[src/rtl/lif_layer_sequencer_if.sv]
// rtl/lif_layer_sequencer_if.sv - spike-vector input and output stream bundle for the LIF layer sequencer
interface lif_layer_sequencer_if #(
    parameter int N_IN      = 8,
    parameter int N_NEURONS = 4
);
    logic                 in_valid;
    logic                 in_ready;
    logic [N_IN-1:0]      in_spikes;
    logic                 out_valid;
    logic                 out_ready;
    logic [N_NEURONS-1:0] out_spikes;

    // Upstream/downstream side: supplies input spikes, consumes the output vector
    modport master (
        output in_valid, in_spikes, out_ready,
        input  in_ready, out_valid, out_spikes
    );

    // Sequencer side
    modport slave (
        input  in_valid, in_spikes, out_ready,
        output in_ready, out_valid, out_spikes
    );
endinterface

[src/rtl/lif_layer_sequencer.sv]
// rtl/lif_layer_sequencer.sv - time-multiplexed LIF layer controller with a shared combinational neuron
module neuron #(
    parameter int N_STAGE     = 3,
    parameter int N_MEMBRANE  = N_STAGE + 2,
    parameter int N_THRESHOLD = N_MEMBRANE - 1
) (
    input  logic [2**N_STAGE-1:0]         spikes_i,
    input  logic [2**N_STAGE-1:0]         weights_i,
    input  logic signed [N_MEMBRANE-1:0]  membrane_i,
    input  logic [N_THRESHOLD-1:0]        threshold_i,
    input  logic [2:0]                    shift_i,
    output logic signed [N_MEMBRANE-1:0]  new_membrane_o,
    output logic                          is_spike_o
);
    localparam int NIN = 2**N_STAGE;
    // Two guard bits so the sum of a full-scale membrane and a full fan-in never wraps before clamping
    localparam int W   = N_MEMBRANE + 2;
    localparam logic signed [W-1:0] MAXV = W'((2**(N_MEMBRANE-1)) - 1);
    localparam logic signed [W-1:0] MINV = W'(-(2**(N_MEMBRANE-1)));

    logic [N_STAGE:0]               sum;
    logic signed [N_MEMBRANE-1:0]   decayed;
    logic signed [W-1:0]            acc;
    logic signed [W-1:0]            clamped;
    logic signed [W-1:0]            thr_ext;
    logic signed [W-1:0]            after_fire;

    // Binary-weight MAC, shift decay, clamp to membrane range, reset by subtracting the threshold on a spike
    always_comb begin
        sum = '0;
        for (int i = 0; i < NIN; i++) begin
            sum = sum + {{N_STAGE{1'b0}}, (spikes_i[i] & weights_i[i])};
        end
        decayed = membrane_i >>> shift_i;
        acc     = {{(W-N_MEMBRANE){decayed[N_MEMBRANE-1]}}, decayed}
                + {{(W-N_STAGE-1){1'b0}}, sum};
        if (acc > MAXV) begin
            clamped = MAXV;
        end else if (acc < MINV) begin
            clamped = MINV;
        end else begin
            clamped = acc;
        end
        thr_ext        = {{(W-N_THRESHOLD){1'b0}}, threshold_i};
        is_spike_o     = (clamped >= thr_ext);
        after_fire     = is_spike_o ? (clamped - thr_ext) : clamped;
        new_membrane_o = after_fire[N_MEMBRANE-1:0];
    end
endmodule

module lif_layer_sequencer #(
    parameter int N_STAGE     = 3,
    parameter int N_MEMBRANE  = N_STAGE + 2,
    parameter int N_THRESHOLD = N_MEMBRANE - 1,
    parameter int N_NEURONS   = 4,
    parameter int IDXW        = $clog2(N_NEURONS)
) (
    input  logic                         clk,
    input  logic                         rst_n,
    input  logic                         cfg_we_i,
    input  logic [1:0]                   cfg_sel_i,
    input  logic [IDXW-1:0]              cfg_idx_i,
    input  logic [2**N_STAGE-1:0]        cfg_data_i,
    input  logic [IDXW-1:0]              dbg_idx_i,
    output logic signed [N_MEMBRANE-1:0] dbg_membrane_o,
    lif_layer_sequencer_if.slave         s_if
);
    localparam int NIN   = 2**N_STAGE;
    localparam int NSLOT = 2**IDXW;
    // Bit i set when index i names a real neuron; avoids range compares on narrow indices
    localparam logic [NSLOT-1:0] IDX_MASK = NSLOT'((65'(1) << N_NEURONS) - 65'(1));
    localparam logic [IDXW-1:0]  LAST_IDX = IDXW'(N_NEURONS - 1);

    typedef enum logic [1:0] {IDLE, STEP, OUT} state_t;

    state_t                         state_q, state_d;
    logic [IDXW-1:0]                idx_q;
    logic [NIN-1:0]                 spikes_q;
    logic [N_NEURONS-1:0]           spk_q;
    logic [N_NEURONS-1:0]           spk_d;
    logic [N_NEURONS-1:0]           out_spikes_q;
    logic [NIN-1:0]                 weights_q  [N_NEURONS];
    logic [N_THRESHOLD-1:0]         thr_q      [N_NEURONS];
    logic signed [N_MEMBRANE-1:0]   mem_q      [N_NEURONS];
    logic [2:0]                     shift_q;

    logic                           in_ready;
    logic                           out_valid;
    logic signed [N_MEMBRANE-1:0]   new_membrane;
    logic                           is_spike;

    neuron #(
        .N_STAGE     (N_STAGE),
        .N_MEMBRANE  (N_MEMBRANE),
        .N_THRESHOLD (N_THRESHOLD)
    ) u_neuron (
        .spikes_i       (spikes_q),
        .weights_i      (weights_q[idx_q]),
        .membrane_i     (mem_q[idx_q]),
        .threshold_i    (thr_q[idx_q]),
        .shift_i        (shift_q),
        .new_membrane_o (new_membrane),
        .is_spike_o     (is_spike)
    );

    // State register
    always_ff @(posedge clk or negedge rst_n) begin
        if (!rst_n) begin
            state_q <= IDLE;
        end else begin
            state_q <= state_d;
        end
    end

    // Next state and Moore handshake outputs
    always_comb begin
        state_d   = state_q;
        in_ready  = 1'b0;
        out_valid = 1'b0;
        case (state_q)
            IDLE: begin
                in_ready = 1'b1;
                if (s_if.in_valid) state_d = STEP;
            end
            STEP: begin
                if (idx_q == LAST_IDX) state_d = OUT;
            end
            OUT: begin
                out_valid = 1'b1;
                if (s_if.out_ready) state_d = IDLE;
            end
            default: state_d = IDLE;
        endcase
    end

    // Spike vector with the current neuron's result merged in
    always_comb begin
        spk_d        = spk_q;
        spk_d[idx_q] = is_spike;
    end

    // Configuration, input latch and per-neuron write-back
    always_ff @(posedge clk or negedge rst_n) begin
        if (!rst_n) begin
            idx_q        <= '0;
            spikes_q     <= '0;
            spk_q        <= '0;
            out_spikes_q <= '0;
            shift_q      <= '0;
            for (int k = 0; k < N_NEURONS; k++) begin
                weights_q[k] <= '0;
                thr_q[k]     <= '1;
                mem_q[k]     <= '0;
            end
        end else begin
            case (state_q)
                IDLE: begin
                    // Writes land on the accept edge, so they apply to the timestep being accepted
                    if (cfg_we_i) begin
                        case (cfg_sel_i)
                            2'b00: if (IDX_MASK[cfg_idx_i]) weights_q[cfg_idx_i] <= cfg_data_i;
                            2'b01: if (IDX_MASK[cfg_idx_i]) thr_q[cfg_idx_i] <= cfg_data_i[N_THRESHOLD-1:0];
                            2'b10: shift_q <= cfg_data_i[2:0];
                            default: begin
                                for (int k = 0; k < N_NEURONS; k++) mem_q[k] <= '0;
                            end
                        endcase
                    end
                    if (s_if.in_valid) begin
                        spikes_q <= s_if.in_spikes;
                        idx_q    <= '0;
                    end
                end
                STEP: begin
                    mem_q[idx_q] <= new_membrane;
                    spk_q        <= spk_d;
                    if (idx_q == LAST_IDX) begin
                        out_spikes_q <= spk_d;
                    end else begin
                        idx_q <= idx_q + 1'b1;
                    end
                end
                default: ;
            endcase
        end
    end

    assign s_if.in_ready   = in_ready;
    assign s_if.out_valid  = out_valid;
    assign s_if.out_spikes = out_spikes_q;
    assign dbg_membrane_o  = IDX_MASK[dbg_idx_i] ? mem_q[dbg_idx_i] : '0;
endmodule
[src/flat_wrapper.sv]
// flat-port wrapper written by rule: the top's interface ports become plain ports
module lif_layer_sequencer_flat 
#(
    parameter int N_STAGE     = 3,
    parameter int N_MEMBRANE  = N_STAGE + 2,
    parameter int N_THRESHOLD = N_MEMBRANE - 1,
    parameter int N_NEURONS   = 4,
    parameter int IDXW        = $clog2(N_NEURONS)
)
  (clk, rst_n, cfg_we_i, cfg_sel_i, cfg_idx_i, cfg_data_i, dbg_idx_i, dbg_membrane_o, s_if_in_valid, s_if_in_spikes, s_if_out_ready, s_if_in_ready, s_if_out_valid, s_if_out_spikes);
  lif_layer_sequencer_if #(.N_NEURONS(N_NEURONS)) s_if_i ();
  input  logic clk;
  input  logic rst_n;
  input  logic cfg_we_i;
  input  logic [1:0] cfg_sel_i;
  input  logic [IDXW-1:0] cfg_idx_i;
  input  logic [2**N_STAGE-1:0] cfg_data_i;
  input  logic [IDXW-1:0] dbg_idx_i;
  output logic signed [N_MEMBRANE-1:0] dbg_membrane_o;
  input wire logic [$bits(s_if_i.in_valid)-1:0] s_if_in_valid;
  input wire logic [$bits(s_if_i.in_spikes)-1:0] s_if_in_spikes;
  input wire logic [$bits(s_if_i.out_ready)-1:0] s_if_out_ready;
  output wire logic [$bits(s_if_i.in_ready)-1:0] s_if_in_ready;
  output wire logic [$bits(s_if_i.out_valid)-1:0] s_if_out_valid;
  output wire logic [$bits(s_if_i.out_spikes)-1:0] s_if_out_spikes;
  assign s_if_i.in_valid = s_if_in_valid;
  assign s_if_i.in_spikes = s_if_in_spikes;
  assign s_if_i.out_ready = s_if_out_ready;
  assign s_if_in_ready = s_if_i.in_ready;
  assign s_if_out_valid = s_if_i.out_valid;
  assign s_if_out_spikes = s_if_i.out_spikes;
  lif_layer_sequencer #(.N_STAGE(N_STAGE), .N_MEMBRANE(N_MEMBRANE), .N_THRESHOLD(N_THRESHOLD), .N_NEURONS(N_NEURONS), .IDXW(IDXW)) u_core (.clk(clk), .rst_n(rst_n), .cfg_we_i(cfg_we_i), .cfg_sel_i(cfg_sel_i), .cfg_idx_i(cfg_idx_i), .cfg_data_i(cfg_data_i), .dbg_idx_i(dbg_idx_i), .dbg_membrane_o(dbg_membrane_o), .s_if(s_if_i));
endmodule
[config.mk]
export PLATFORM = sky130hd
export DESIGN_NAME = lif_layer_sequencer_flat
export DESIGN_NICKNAME = d
export VERILOG_FILES = /design/src/rtl/lif_layer_sequencer_if.sv /design/src/rtl/lif_layer_sequencer.sv /design/src/flat_wrapper.sv
export SDC_FILE = /design/constraint.sdc
export NUM_CORES = 1
export LEC_CHECK = 0
export ABC_AREA = 0
export BUFFER_PORTS_ARGS = -buffer_cell sky130_fd_sc_hd__buf_2
export CAP_MARGIN = 20
export CORE_MARGIN = 1
export CORE_UTILIZATION = 43
export DETAILED_ROUTE_END_ITERATION = 16
export PLACE_DENSITY = 0.66
export SLEW_MARGIN = 40
export SYNTH_ARGS = -nofsm -noshare
export SYNTH_HDL_FRONTEND = slang
export SYNTH_SLANG_ARGS = --single-unit
[constraint.sdc]
create_clock -name clk -period 8.58 [get_ports clk]
set_input_delay 0.858 -clock clk [delete_from_list [all_inputs] [get_ports clk]]
set_output_delay 0.858 -clock clk [all_outputs]
set_load 0.005 [all_outputs]
Word level (Yosys, flattened, before mapping). Index checks and enable logic that the tools add are counted.

Register bits after elaboration: 91. Input port bits: 27. Output and inout bits: 11. Logic and storage cells: 122.

Add/sub/neg operators: 10. Magnitude comparators: 12. Eq/ne operators: 11. Shift operators: 1. Mux-type cells: 44. Bitwise logic cells: 11. Reductions and logical operators: 15.

Operator list (count): 20-bit two-way mux (2); 20-bit one-hot mux with 2 select lines (1); 5-bit two-way mux (7); 32-bit bitwise mux (1); 8-bit two-way mux (3); 5-bit binary-select mux with 2-bit select (2); 20-bit bitwise mux (1); 4-bit by 1-bit adder with 4-bit output (4); 8-bit binary-select mux with 2-bit select (1); 16-bit bitwise mux (1); 8-bit demux with 2-bit select (1); 7-bit two-way mux (2); 4-bit two-way mux (3); 3-bit AND reduction (4); 5-bit demux with 2-bit select (1); 2-bit two-way mux (5); 2-bit != test (second input constant) (5); 3-bit greater-or-equal comparator (second input constant) (3); 2-bit by 3-bit less-than comparator with 1-bit output (second input constant) (3); 2-bit inverter with 3-bit output (3); 1-bit bitwise AND (8); 4-bit binary-select mux with 2-bit select (1); 4-bit demux with 2-bit select (1); 4-bit AND reduction (2); other kinds (26) (39).

Depth between registers and ports, before layout. Gate-level depths: netlist of the first run.

Word-level depth: 20. Gate-level depth with buffers: 24. Mapped depth without buffers: 22.

Hierarchy. Synthesis of the first run repeated with hierarchy kept, for this count alone.

Cells, all modules: 361. Area, all modules: 4911.0 um2.

By module, submodules not included: lif_layer_sequencer (instances 1, cells an instance 265, area each 4113.9 um2, seq. area each 2272.2 um2); neuron (instances 1, cells an instance 96, area each 797.0 um2, seq. area each 0.0 um2).

Least setup slack after synthesis of the first run. Ideal clock, no wire load.

Path kind: register -> register. Start point: reg u_core.idx_q[0]. End point: reg u_core.mem_q[17] (netlist bit). Library setup time: 0.132 ns. Arrival time: 6.068 ns. Setup slack: 2.380 ns. Stages on the path, launching flop included: 25. Buffers on the path: 2. Period minus slack after synthesis: 6.200 ns. Cells stage by stage: dfrtp_1 buf_6 buf_2 mux4_2 nand2_1 fa_1 fa_1 fa_1 inv_1 ha_1 inv_1 fa_1 inv_1 fa_1 a21o_1 a211oi_2 a21oi_2 o21ai_2 inv_1 ha_1 o21ai_0 a21oi_1 o21a_1 mux2i_1 o21ai_0.

Longest elaborated chain between the ends: 20.

RTL lines: from (decl) (RTL line lif_layer_sequencer.sv:77) `logic [IDXW-1:0] idx_q;`; from (signal assigned) (RTL line lif_layer_sequencer.sv:180) `idx_q <= idx_q + 1'b1;`; 2-bit inverter with 3-bit output (implied by the code) *; 8-bit binary-select mux with 2-bit select (RTL line lif_layer_sequencer.sv:98) `.weights_i (weights_q[idx_q]),`; 8-bit two-way mux (implied by the code) (2 in a row) (RTL line lif_layer_sequencer.sv:98); 1-bit bitwise AND (RTL line lif_layer_sequencer.sv:32) `sum = sum + {{N_STAGE{1'b0}}, (spikes_i[i] & weights_i[i])};`; 1-bit by 1-bit adder with 2-bit output (RTL line lif_layer_sequencer.sv:32); 2-bit by 1-bit adder with 3-bit output (RTL line lif_layer_sequencer.sv:32); 3-bit by 1-bit adder with 4-bit output (RTL line lif_layer_sequencer.sv:32); 4-bit by 1-bit adder with 4-bit output (4 in a row) (RTL line lif_layer_sequencer.sv:32); 5-bit by 5-bit adder with 6-bit output (RTL line lif_layer_sequencer.sv:36) `+ {{(W-N_STAGE-1){1'b0}}, sum};`; 6-bit by 5-bit less-than comparator with 1-bit output (RTL line lif_layer_sequencer.sv:39) `end else if (acc < MINV) begin`; 7-bit two-way mux (RTL line lif_layer_sequencer.sv:39); 7-bit two-way mux (RTL line lif_layer_sequencer.sv:37) `if (acc > MAXV) begin`; 7-bit by 5-bit greater-or-equal comparator with 1-bit output or 5-bit subtractor (tied branches) (RTL line lif_layer_sequencer.sv:45, lif_layer_sequencer.sv:46); 5-bit two-way mux (RTL line lif_layer_sequencer.sv:46) `after_fire = is_spike_o ? (clamped - thr_ext) : clamped;`; 20-bit bitwise mux * (RTL line lif_layer_sequencer.sv:175) `mem_q[idx_q] <= new_membrane;`; 20-bit one-hot mux with 2 select lines * (RTL line lif_layer_sequencer.sv:156) `case (state_q)`; to (signal, indexed assignment) (RTL line lif_layer_sequencer.sv:175); to (decl) (RTL line lif_layer_sequencer.sv:84) `logic signed [N_MEMBRANE-1:0] mem_q [N_NEURONS];`.

Mark *: on every way between the ends. The rest lies on a longest branch, timed or not. The select of a mux whose other input is x is not followed. A chain may end at the register's enable or synchronous reset.

Worst setup path after layout of the first run.
Start point: reg u_core.idx_q[0]. End point: reg u_core.mem_q[8] (netlist bit).

The elaborated chain is that of the path after synthesis.

==> metrics.txt, run 1 <==
status=finished, final reports clean; clk sinks=90; Slew HR=between 60% and 70%; Worst Path Required=approximately 8.8 ns; die area=11800 um^2; core area=11000 um^2; number of port buffers=37; # setup viols final=0; syn nets=435; share of cells above drive strength 1=39.1%; R2R Setup Slk=2.01 ns; TritonCTS clock tree=yes; gpl congestion=0.861; initial antenna violation count=0; cell with the most instances after synthesis=dfrtp_1; cells resized by post-CTS repair=0; CTS Buf Count=9; Syn-to-layout area delta=12.3%; distinct cell type count after synthesis=47; Initial Util=44.6%; Setup Crit Path Kind=reg2reg; Setup Skew=between 0.009 and 0.01 ns; FF+latch count, synth=90; row cnt=38; Final WS setup=2.01 ns; Post-synth ARST share=100%; worst-margin pin slew=0.571 ns; vias=3141; Antenna diodes=0; Final Util=50.1%; critical path arrival=6.78 ns; crit path max fanout=20; RSZ-0062 raised after global routing=no; count of final hold-check violations=0; total negative setup slack=0 ns; post-place setup slack=2.02 ns; Antenna Nets Post-Route=0; GRT overflow=0; post-synthesis average cell area=12.7 um^2; most frequent cells after synthesis=74 x dfrtp_1, 61 x mux2_2, 47 x nand2_1; Synth Flop Type=dfrtp_1; Syn Std Cell Area=4900 um^2; Final HPWL DP=7.45 mm; post-synthesis cell count=~390; Via density=5.54; IO Pins=38; Die Height=109 um; HP Class=in2async; Pins Over Slew Limit=0; pin count of the biggest net entering global routing=64; Crit-path slowest cell=mux4_2; hold-fix buffers at CTS=0; Setup Buffers After CTS=0; max incr delay on CP=0.55 ns; Seq/Total Area, Yosys=between 40% and 50%; cell type with the highest aggregate area in the netlist=dfrtp_1; first-pass GRT wire length=17.0 mm; Iter 0 DRT Violations=151; final cell count without fillers=567; vias in the first global route=3258; Root Driver=clkbuf_16; Post-Route WL=10.2 mm; Overall Global Routing Usage=19.4%; 1st-pass router iterations=4; Clock transition at path regs=0.07 ns; DR DRC count=0; Startpoint Class=register; Die Width=109 um; Layout Nets=470; Placed Cells=approximately 550; CP cell instances=buf_4 -> mux4_2 -> nand2_1 -> fa_1 -> fa_1 -> fa_1 -> inv_1 -> ha_1 -> inv_1 -> fa_1 -> inv_1 -> ha_1 -> a211oi_1 -> o211ai_4 -> or2_4 -> o21ai_2 -> inv_1 -> ha_1 -> o21ai_0 -> a21oi_1 -> o21a_1 -> mux2i_1 -> o21ai_0; CTS Buffer Depth=2; synth warn=0; H-tree levels=3; CP Capture Type=register; post-synth top area share=between 30% and 40%; minimum clock period=6.57 ns; Post-synth EDFFs=0; Wirelength per Cell=17.9 um; clk_lat worst skew=0.34 ns; Max-Cap Viols=0; crit path buf inv count=5; CP delay by family, top=adder cells; final worst-path cycle share=76.6%; Synth area leaders=dfrtp_1 38%, mux2_2 14%, mux4_2 10%; FMAX=152 MHz
## layout by cell type, fill, tap and decap left out, drive strengths merged
cell | synthesis | layout
bufinv | 0 | 1
buf | 6 | 40
and3 | 1 | 1
and2 | 3 | 3
dfrtp | 74 | 74
inv | 17 | 19
nand3b | 2 | 2
a211o | 1 | 1
nand2 | 47 | 47
nand4b | 1 | 1
o31ai | 2 | 2
nor2 | 11 | 11
clkinv | 0 | 2
nor4b | 1 | 1
a21o | 8 | 8
nand2b | 3 | 3
fa | 6 | 6
o21bai | 1 | 1
mux4 | 22 | 22
o21a | 1 | 1
o211ai | 1 | 1
mux2 | 63 | 63
nor2b | 5 | 5
clkbuf | 10 | 11
a21oi | 6 | 6
a22o | 2 | 2
o21ai | 32 | 32
a32o | 4 | 4
or2 | 1 | 1
nand3 | 1 | 1
nand4 | 1 | 1
nor3 | 3 | 3
xnor2 | 4 | 4
ha | 15 | 15
mux2i | 8 | 8
dfstp | 16 | 16
nor3b | 3 | 3
or3 | 1 | 1
a221oi | 1 | 1
a211oi | 3 | 3
## final cells by class
type                            count  area [um^2]
Timing Repair Buffer               40          214
Multi-Input combinational cell    264         2480
Tap cell                          140          175
Sequential cell                    90         2270
Clock inverter                      5         61.3
Clock buffer                       11          233
Inverter                           17         63.8
Fill cell                         952         5480
## cells by family (layout without fill, tap and decap cells)
family / count (synthesis) / count (layout) / synth area share [%]
mux: 93 / 93 / 26.4
xor+xnor: 4 / 4 / 0.715
flops: 90 / 90 / 46.4
compound gates: 62 / 62 / 8.56
fa+ha+maj: 21 / 21 / 6.28
simple gates: 84 / 84 / 8.74
buf+inv: 33 / 73 / 2.94
## sequential cells by signal, summed over array words and instances (netlist names)
register                cells
u_core.idx_q                2
u_core.mem_q               20
u_core.s_if.out_spikes      4
u_core.shift_q              3
u_core.spikes_q             8
u_core.spk_q                3
u_core.state_q              2
u_core.thr_q               16
u_core.weights_q           32
## per-stage QoR
stage	instance area [um^2]	hold slack (ns)
6_report	5500	0.435
4_1_cts	5500	0.430
2_1_floorplan	4900	0.449
5_1_grt	5500	0.450
3_5_place_dp	5200	0.466
3_3_place_gp	5200	0.460
## routing by layer
metal | global-route usage (%) | wire, um | share of wire, %
met2 | 28.0 | 4610 | 45
met5 | 0 | 0 | 0
met1 | 28.4 | 4960 | 49
met4 | 6.27 | 112 | 1.1
met3 | 5.26 | 468 | 4.6
## worst paths after layout
kind | from | endpoint | depth (start not counted)
max | u_core.idx_q[0]$_DFFE_PN0P_ | u_core.mem_q[8]$_DFFE_PN0P_ | 23
min | rst_n | u_core.spk_q[2]$_DFFE_PN0P_ | 1
max reg2reg | u_core.idx_q[0]$_DFFE_PN0P_ | u_core.mem_q[8]$_DFFE_PN0P_ | 23
min reg2reg | u_core.s_if.out_spikes[1]$_DFFE_PN0P_ | u_core.s_if.out_spikes[1]$_DFFE_PN0P_ | 2
max in group asynchronous | rst_n | u_core.spikes_q[7]$_DFFE_PN0P_ | 2
min in group clk | u_core.s_if.out_spikes[1]$_DFFE_PN0P_ | u_core.s_if.out_spikes[1]$_DFFE_PN0P_ | 2
Power of run 1 is left out: the tool's default activity adds up to more than one toggle a clock period on the data nets, which glitch-free logic cannot reach.
==> run 2, diff against run 1 <==
--- a/config.mk
+++ b/config.mk
@@ -5,7 +5,7 @@
 export SDC_FILE = /design/constraint.sdc
 export NUM_CORES = 1
 export LEC_CHECK = 0
-export ABC_AREA = 0
+export ABC_AREA = 1
 export BUFFER_PORTS_ARGS = -buffer_cell sky130_fd_sc_hd__buf_2
 export CAP_MARGIN = 20
 export CORE_MARGIN = 1
==> constraint.sdc (replaced) <==
create_clock -name clk -period 6.5 [get_ports clk]
set_input_delay 0.65 -clock clk [delete_from_list [all_inputs] [get_ports clk]]
set_output_delay 0.65 -clock clk [all_outputs]
set_load 0.005 [all_outputs]
==> run 2 against run 1 <==
  * Area after synthesis rose by 0.82%
  * Sequential cell count is the same
  * Critical path depth is 5 higher
  * Count of clock-buffer cells in the layout is 1 higher
  * Clock skew decreased by 0.0052 ns
  * First-iteration DRC count up 90%
  * Core utilization is 0.53 points higher
  * Routed wire length is 18% higher
  * Setup slack worse by 1.6 ns
  * Via count grew 32%
  * Largest cell class unchanged
  * Non-clock buffer count rose by 2
==> metrics.txt, run 2 <==
clk sinks=90 (unchanged); Wirelength per Cell=15.5 um (-14%); Biggest register=u_core.weights_q; Synth area leaders=dfrtp_1 37%, nand2_1 12%, dfstp_2 8.5%; Initial Util=44.8% (+0.17 points); Overall Global Routing Usage=21.8% (+2.3 points); total negative setup slack=0 ns (unchanged); vias in the first global route=3852 (+18%); first-pass GRT wire length=19.6 mm (+15%); DR DRC count=0 (unchanged); FMAX=164 MHz (+7.6%); hold-fix buffers at CTS=0 (unchanged); distinct cell type count after synthesis=44 (-6.4%); RSZ-0062 raised after global routing=no; CP delay by family, top=adder cells; top flop regs=u_core.weights_q (32), u_core.mem_q (20), u_core.thr_q (16); number of port buffers=37 (unchanged); initial antenna violation count=0 (unchanged); cell with the most instances after synthesis=nand2_1; fillers=1060 (+11%); CP Capture Type=register; Seq/Total Area, Yosys=46.0% (-0.38 points); Die Width=109 um (+0.40%); cell type with the highest aggregate area in the netlist=dfrtp_1; Final HPWL DP=8.74 mm (+17%); Setup Crit Path Kind=reg2reg; Post-Route WL=12.0 mm (+18%); HP Class=in2async; # setup viols final=0 (unchanged); Worst Path Required=6.73 ns (-2.06 ns); Slew HR=59.3% (-2.6 points); most frequent CP cell=nand2_1; most frequent cells after synthesis=158 x nand2_1, 74 x dfrtp_1, 60 x o21ai_0; Via density=5.37 (-3.0%); FF+latch count, synth=90 (unchanged); Synth Flop Type=dfrtp_1; pin count of the biggest net entering global routing=49 (-23%); Iter 0 DRT Violations=287 (+90%); syn nets=638 (+47%); core area=11000 um^2 (+0.43%); clk_lat worst skew=0.35 ns (about the same); gpl congestion=0.847 (-1.6%); max incr delay on CP=0.52 ns (-0.03 ns); Post-synth ARST share=100% (unchanged); commonest non-fill, non-tap cells in the layout=158 x nand2_1, 73 x dfrtp_1, 60 x o21ai_0, 50 x nor2_1, 42 x inv_1; commonest non-fill, non-tap cell in the layout=nand2_1; Placed Cells=757 (+37%); 1st-pass router iterations=5 (+1); count of final hold-check violations=0 (unchanged); crit path buf inv count=5 (unchanged); share of cells above drive strength 1=17.5% (-22 points); Clock transition at path regs=0.06 ns (about the same); Antenna diodes=0 (unchanged); Setup Skew=0.00478 ns (-0.00518 ns); status=finished, final reports clean; Die Height=109 um (+0.40%); synth warn=0 (unchanged); IO Pins=38 (unchanged); Syn Std Cell Area=4940 um^2 (+0.82%); die area=11900 um^2 (+0.80%); Root Driver=clkbuf_16; Antenna Nets Post-Route=0 (unchanged); TritonCTS clock tree=yes; CTS Buffer Depth=2 (unchanged); post-synthesis cell count=590 (+52%); Post-synth EDFFs=0 (unchanged); vias=4153 (+32%); worst-margin pin slew=0.611 ns (+0.0403 ns); H-tree levels=3 (unchanged); Startpoint Class=register; row cnt=38 (unchanged); cells resized by post-CTS repair=0 (unchanged); GRT overflow=0 (unchanged); Crit-path slowest cell=dfrtp_2; crit path max fanout=23 (+15%); post-synth top area share=37.5% (-0.31 points); max reg flops=32 (unchanged); CTS Buf Count=9 (unchanged); critical path arrival=6.34 ns (-0.44 ns); Pins Over Slew Limit=0 (unchanged); final worst-path cycle share=94.0% (+17 points); Setup Buffers After CTS=0 (unchanged); Layout Nets=676 (+44%); Syn-to-layout area delta=13.1%; Max-Cap Viols=0 (unchanged); minimum clock period=6.11 ns (-0.462 ns); post-synthesis average cell area=8.37 um^2 (-34%); final cell count without fillers=773 (+36%)
==> run 2: cell count changes after synthesis, moves of 8 or more <==
cell     delta
o22ai_1    +13
inv_1      +25
o21ai_0    +40
o21ai_1    +30
nand2_2     +8
a21o_1      -8
nor2_1     +41
nand2_1   +111
mux4_2     -22
mux2_2     -53
mux2i_1     -8
nand3_1    +33
==> run 2: final timing paths <==
kind / startpoint / endpoint / slack, ns / cells after the start
max in group asynchronous: rst_n / u_core.idx_q[0]$_DFFE_PN0P_ / 5.15 / 2
hold / removal: rst_n / u_core.mem_q[9]$_DFFE_PN0P_ / 0.29 / 1
min in group clk: u_core.thr_q[12]$_DFFE_PN1P_ / u_core.thr_q[12]$_DFFE_PN1P_ / 0.47 / 2
setup reg to reg: u_core.idx_q[0]$_DFFE_PN0P_ / u_core.mem_q[10]$_DFFE_PN0P_ / 0.39 / 28
setup / recovery: u_core.idx_q[0]$_DFFE_PN0P_ / u_core.mem_q[10]$_DFFE_PN0P_ / 0.39 / 28
hold reg to reg: u_core.thr_q[12]$_DFFE_PN1P_ / u_core.thr_q[12]$_DFFE_PN1P_ / 0.47 / 2
==> run 2: area by class of cell <==
cell class | count | area (um^2) | area share [%]
clock buffer | 12 | 256 | 4.59
clock inverter | 4 | 73.8 | 1.32
inverter | 49 | 189 | 3.38
multi-input combinational | 436 | 2390 | 42.8
sequential | 90 | 2270 | 40.7
tap | 140 | 175 | 3.14
timing repair buffer | 42 | 225 | 4.03
==> run 2: routing by layer <==
metal	wire (um)	global-route usage (%)
met1	5590	29.9
met2	5550	34.5
met3	589	4.18
met4	237	7.05
met5	0	0
==> run 2: logic make-up after synthesis <==
group / Yosys count / share of synthesized area, %
fa+ha+maj: 21 / 6.23
simple gates: 269 / 24.9
compound gates: 134 / 14.7
mux: 8 / 1.82
buf+inv: 64 / 5.57
xor+xnor: 4 / 0.710
flops: 90 / 46.0
==> run 2: metrics by stage <==
stage / cell area, um^2 / util, % / worst slack (ns) / hold WS [ns]
finish: 5580 / 50.6 / 0.391 / 0.294
CTS: 5580 / 50.6 / 0.323 / 0.311
global route: 5580 / 50.6 / 0.0338 / 0.339
floorplan: 4940 / - / 0.760 / 0.354
detailed placement: 5250 / 47.6 / 0.330 / 0.464
global placement: 5250 / 47.6 / 0.551 / 0.461
Power of run 2 is left out for the same reason.
==> run 3, diff against run 2 <==
--- a/config.mk
+++ b/config.mk
@@ -11,7 +11,7 @@
 export CORE_MARGIN = 1
 export CORE_UTILIZATION = 43
 export DETAILED_ROUTE_END_ITERATION = 16
-export PLACE_DENSITY = 0.66
+export PLACE_DENSITY = 0.69
 export SLEW_MARGIN = 40
 export SYNTH_ARGS = -nofsm -noshare
 export SYNTH_HDL_FRONTEND = slang
==> run 3 against run 2 <==
  * Non-clock buffer count shrank 1
  * Fmax increased by 0.86%
  * Global-route usage rose by 0.18 points
  * Clock skew is 0.0068 ns higher
  * Sequential share of layout area up 0.38 points
  * Routed wire length down 2.6%
  * Largest cell class unchanged
==> metrics.txt, run 3 (synthesized netlist as in run 2, its figures left out) <==
Final Cell Area=5540 um^2 (-0.81%); Die Width=109 um (unchanged); die area=11900 um^2 (unchanged); commonest non-fill, non-tap cells in the layout=158 x nand2_1, 73 x dfrtp_1, 60 x o21ai_0, 50 x nor2_1, 42 x inv_1; first-pass GRT wire length=19.8 mm (+1.1%); Clock transition at path regs=0.07 ns (about the same); HP Class=in2async; DR DRC count=0 (unchanged); RSZ-0062 raised after global routing=no; IO Pins=38 (unchanged); vias in the first global route=4050 (+5.1%); # setup viols final=0 (unchanged); pin count of the biggest net entering global routing=69 (+41%); Initial Util=44.8% (unchanged); Biggest register=u_core.weights_q; number of port buffers=37 (unchanged); Post-Route WL=11.7 mm (-2.6%); Slew HR=59.6% (+0.37 points); Final HPWL DP=8.55 mm (-2.1%); TritonCTS clock tree=yes; Startpoint Class=register; Crit-path slowest cell=dfrtp_4; critical path arrival=6.29 ns (-0.05 ns); CP Capture Type=register; core area=11000 um^2 (unchanged); Die Height=109 um (unchanged); Pins Over Slew Limit=0 (unchanged); Max-Cap Viols=0 (unchanged); worst-margin pin slew=0.605 ns (-0.00555 ns); Syn-to-layout area delta=12.2%; Iter 0 DRT Violations=433 (+51%); Overall Global Routing Usage=21.9% (+0.18 points); Setup Buffers After CTS=0 (unchanged); commonest non-fill, non-tap cell in the layout=nand2_1; CTS Buf Count=9 (unchanged); minimum clock period=6.06 ns (-0.0521 ns); share of cells above drive strength 1=17.4% (-0.13 points); hold-fix buffers at CTS=0 (unchanged); Layout Nets=675 (-0.15%); Antenna Nets Post-Route=0 (unchanged); total negative setup slack=0 ns (unchanged); status=finished, final reports clean; vias=4145 (-0.19%); initial antenna violation count=0 (unchanged); Root Driver=clkbuf_16; Antenna diodes=0 (unchanged); Worst Path Required=6.74 ns (about the same); Via density=5.37 (about the same); final worst-path cycle share=93.2% (-0.80 points); row cnt=38 (unchanged); clk sinks=90 (unchanged); max incr delay on CP=0.58 ns (+0.06 ns); Setup Skew=0.0116 ns (+0.00678 ns); reg-to-reg startpoint=u_core.idx_q[0]$_DFFE_PN0P_; top flop regs=u_core.weights_q (32), u_core.mem_q (20), u_core.thr_q (16); CTS Buffer Depth=2 (unchanged); Wirelength per Cell=15.1 um (-2.5%); gpl congestion=0.838 (-1.1%); FMAX=165 MHz (+0.86%); count of final hold-check violations=0 (unchanged); clk_lat worst skew=0.35 ns (about the same); crit path max fanout=38 (+65%); H-tree levels=3 (unchanged); most frequent CP cell=nand2_1; Setup Crit Path Kind=reg2reg; Setup crit start=u_core.idx_q[0]$_DFFE_PN0P_; 1st-pass router iterations=5 (unchanged); GRT overflow=0 (unchanged); cells resized by post-CTS repair=0 (unchanged); placed cell area=5250 um^2 (-0.14%); max reg flops=32 (unchanged)
==> run 3: cell types whose count changed in the layout (fill, tap and decap cells not counted) <==
cell / previous run / this run
dfrtp_4: 0 / 1
inv_6: 1 / 2
clkinv_4: 1 / 2
buf_4: 6 / 4
clkinv_8: 0 / 1
dfrtp_2: 1 / 0
clkinv_2: 1 / 0
bufinv_16: 2 / 0
clkbuf_8: 2 / 0
clkinvlp_4: 0 / 2
buf_6: 0 / 1
==> run 3: critical path: cells and delay by family (launching register included) <==
family,cells,cell delay (ns)
simple gates,13,1.57
xor+xnor,1,0.14
flops,1,0.58
buf+inv,3,0.29
compound gates,4,0.57
fa+ha+maj,7,2.76
==> run 3: worst paths after layout <==
| path | end | slack (ns) | cells past startpoint |
|---|---|---|---|
| max in group asynchronous | u_core.idx_q[0]$_DFFE_PN0P_ | 5.39 | 2 |
| setup / recovery | u_core.mem_q[10]$_DFFE_PN0P_ | 0.44 | 28 |
| min in group clk | u_core.thr_q[12]$_DFFE_PN1P_ | 0.48 | 2 |
| hold / removal | u_core.mem_q[13]$_DFFE_PN0P_ | 0.18 | 1 |
| hold reg to reg | u_core.thr_q[12]$_DFFE_PN1P_ | 0.48 | 2 |
| setup reg to reg | u_core.mem_q[10]$_DFFE_PN0P_ | 0.44 | 28 |
==> run 3: through the flow <==
stage | worst slack [ns] | hold slack [ns] | instances | utilization [%]
after floorplan | 0.760 | 0.354 | 590 | -
after global placement | 0.517 | 0.461 | 756 | 47.5
after detailed placement | 0.297 | 0.464 | 756 | 47.5
after CTS | 0.281 | 0.182 | 772 | 50.1
after global routing | 0.0106 | 0.197 | 772 | 50.2
final | 0.443 | 0.183 | 772 | 50.2
==> run 3: final cells by class <==
cell class	instances	area, um^2
Fill cell	1063	5490
Multi-Input combinational cell	436	2390
Sequential cell	90	2280
Clock buffer	10	229
Timing Repair Buffer	41	221
Inverter	49	196
Tap cell	140	175
Clock inverter	6	50.0
==> run 3: routing by layer <==
| metal | routed length [um] | up-vias | track usage (%) |
|---|---|---|---|
| li1 | - | 2037 | - |
| met5 | 0 | - | 0 |
| met4 | 208 | 0 | 8.59 |
| met1 | 5310 | 1995 | 28.7 |
| met3 | 513 | 17 | 4.60 |
| met2 | 5630 | 96 | 35.4 |
Power of run 3 is left out for the same reason.
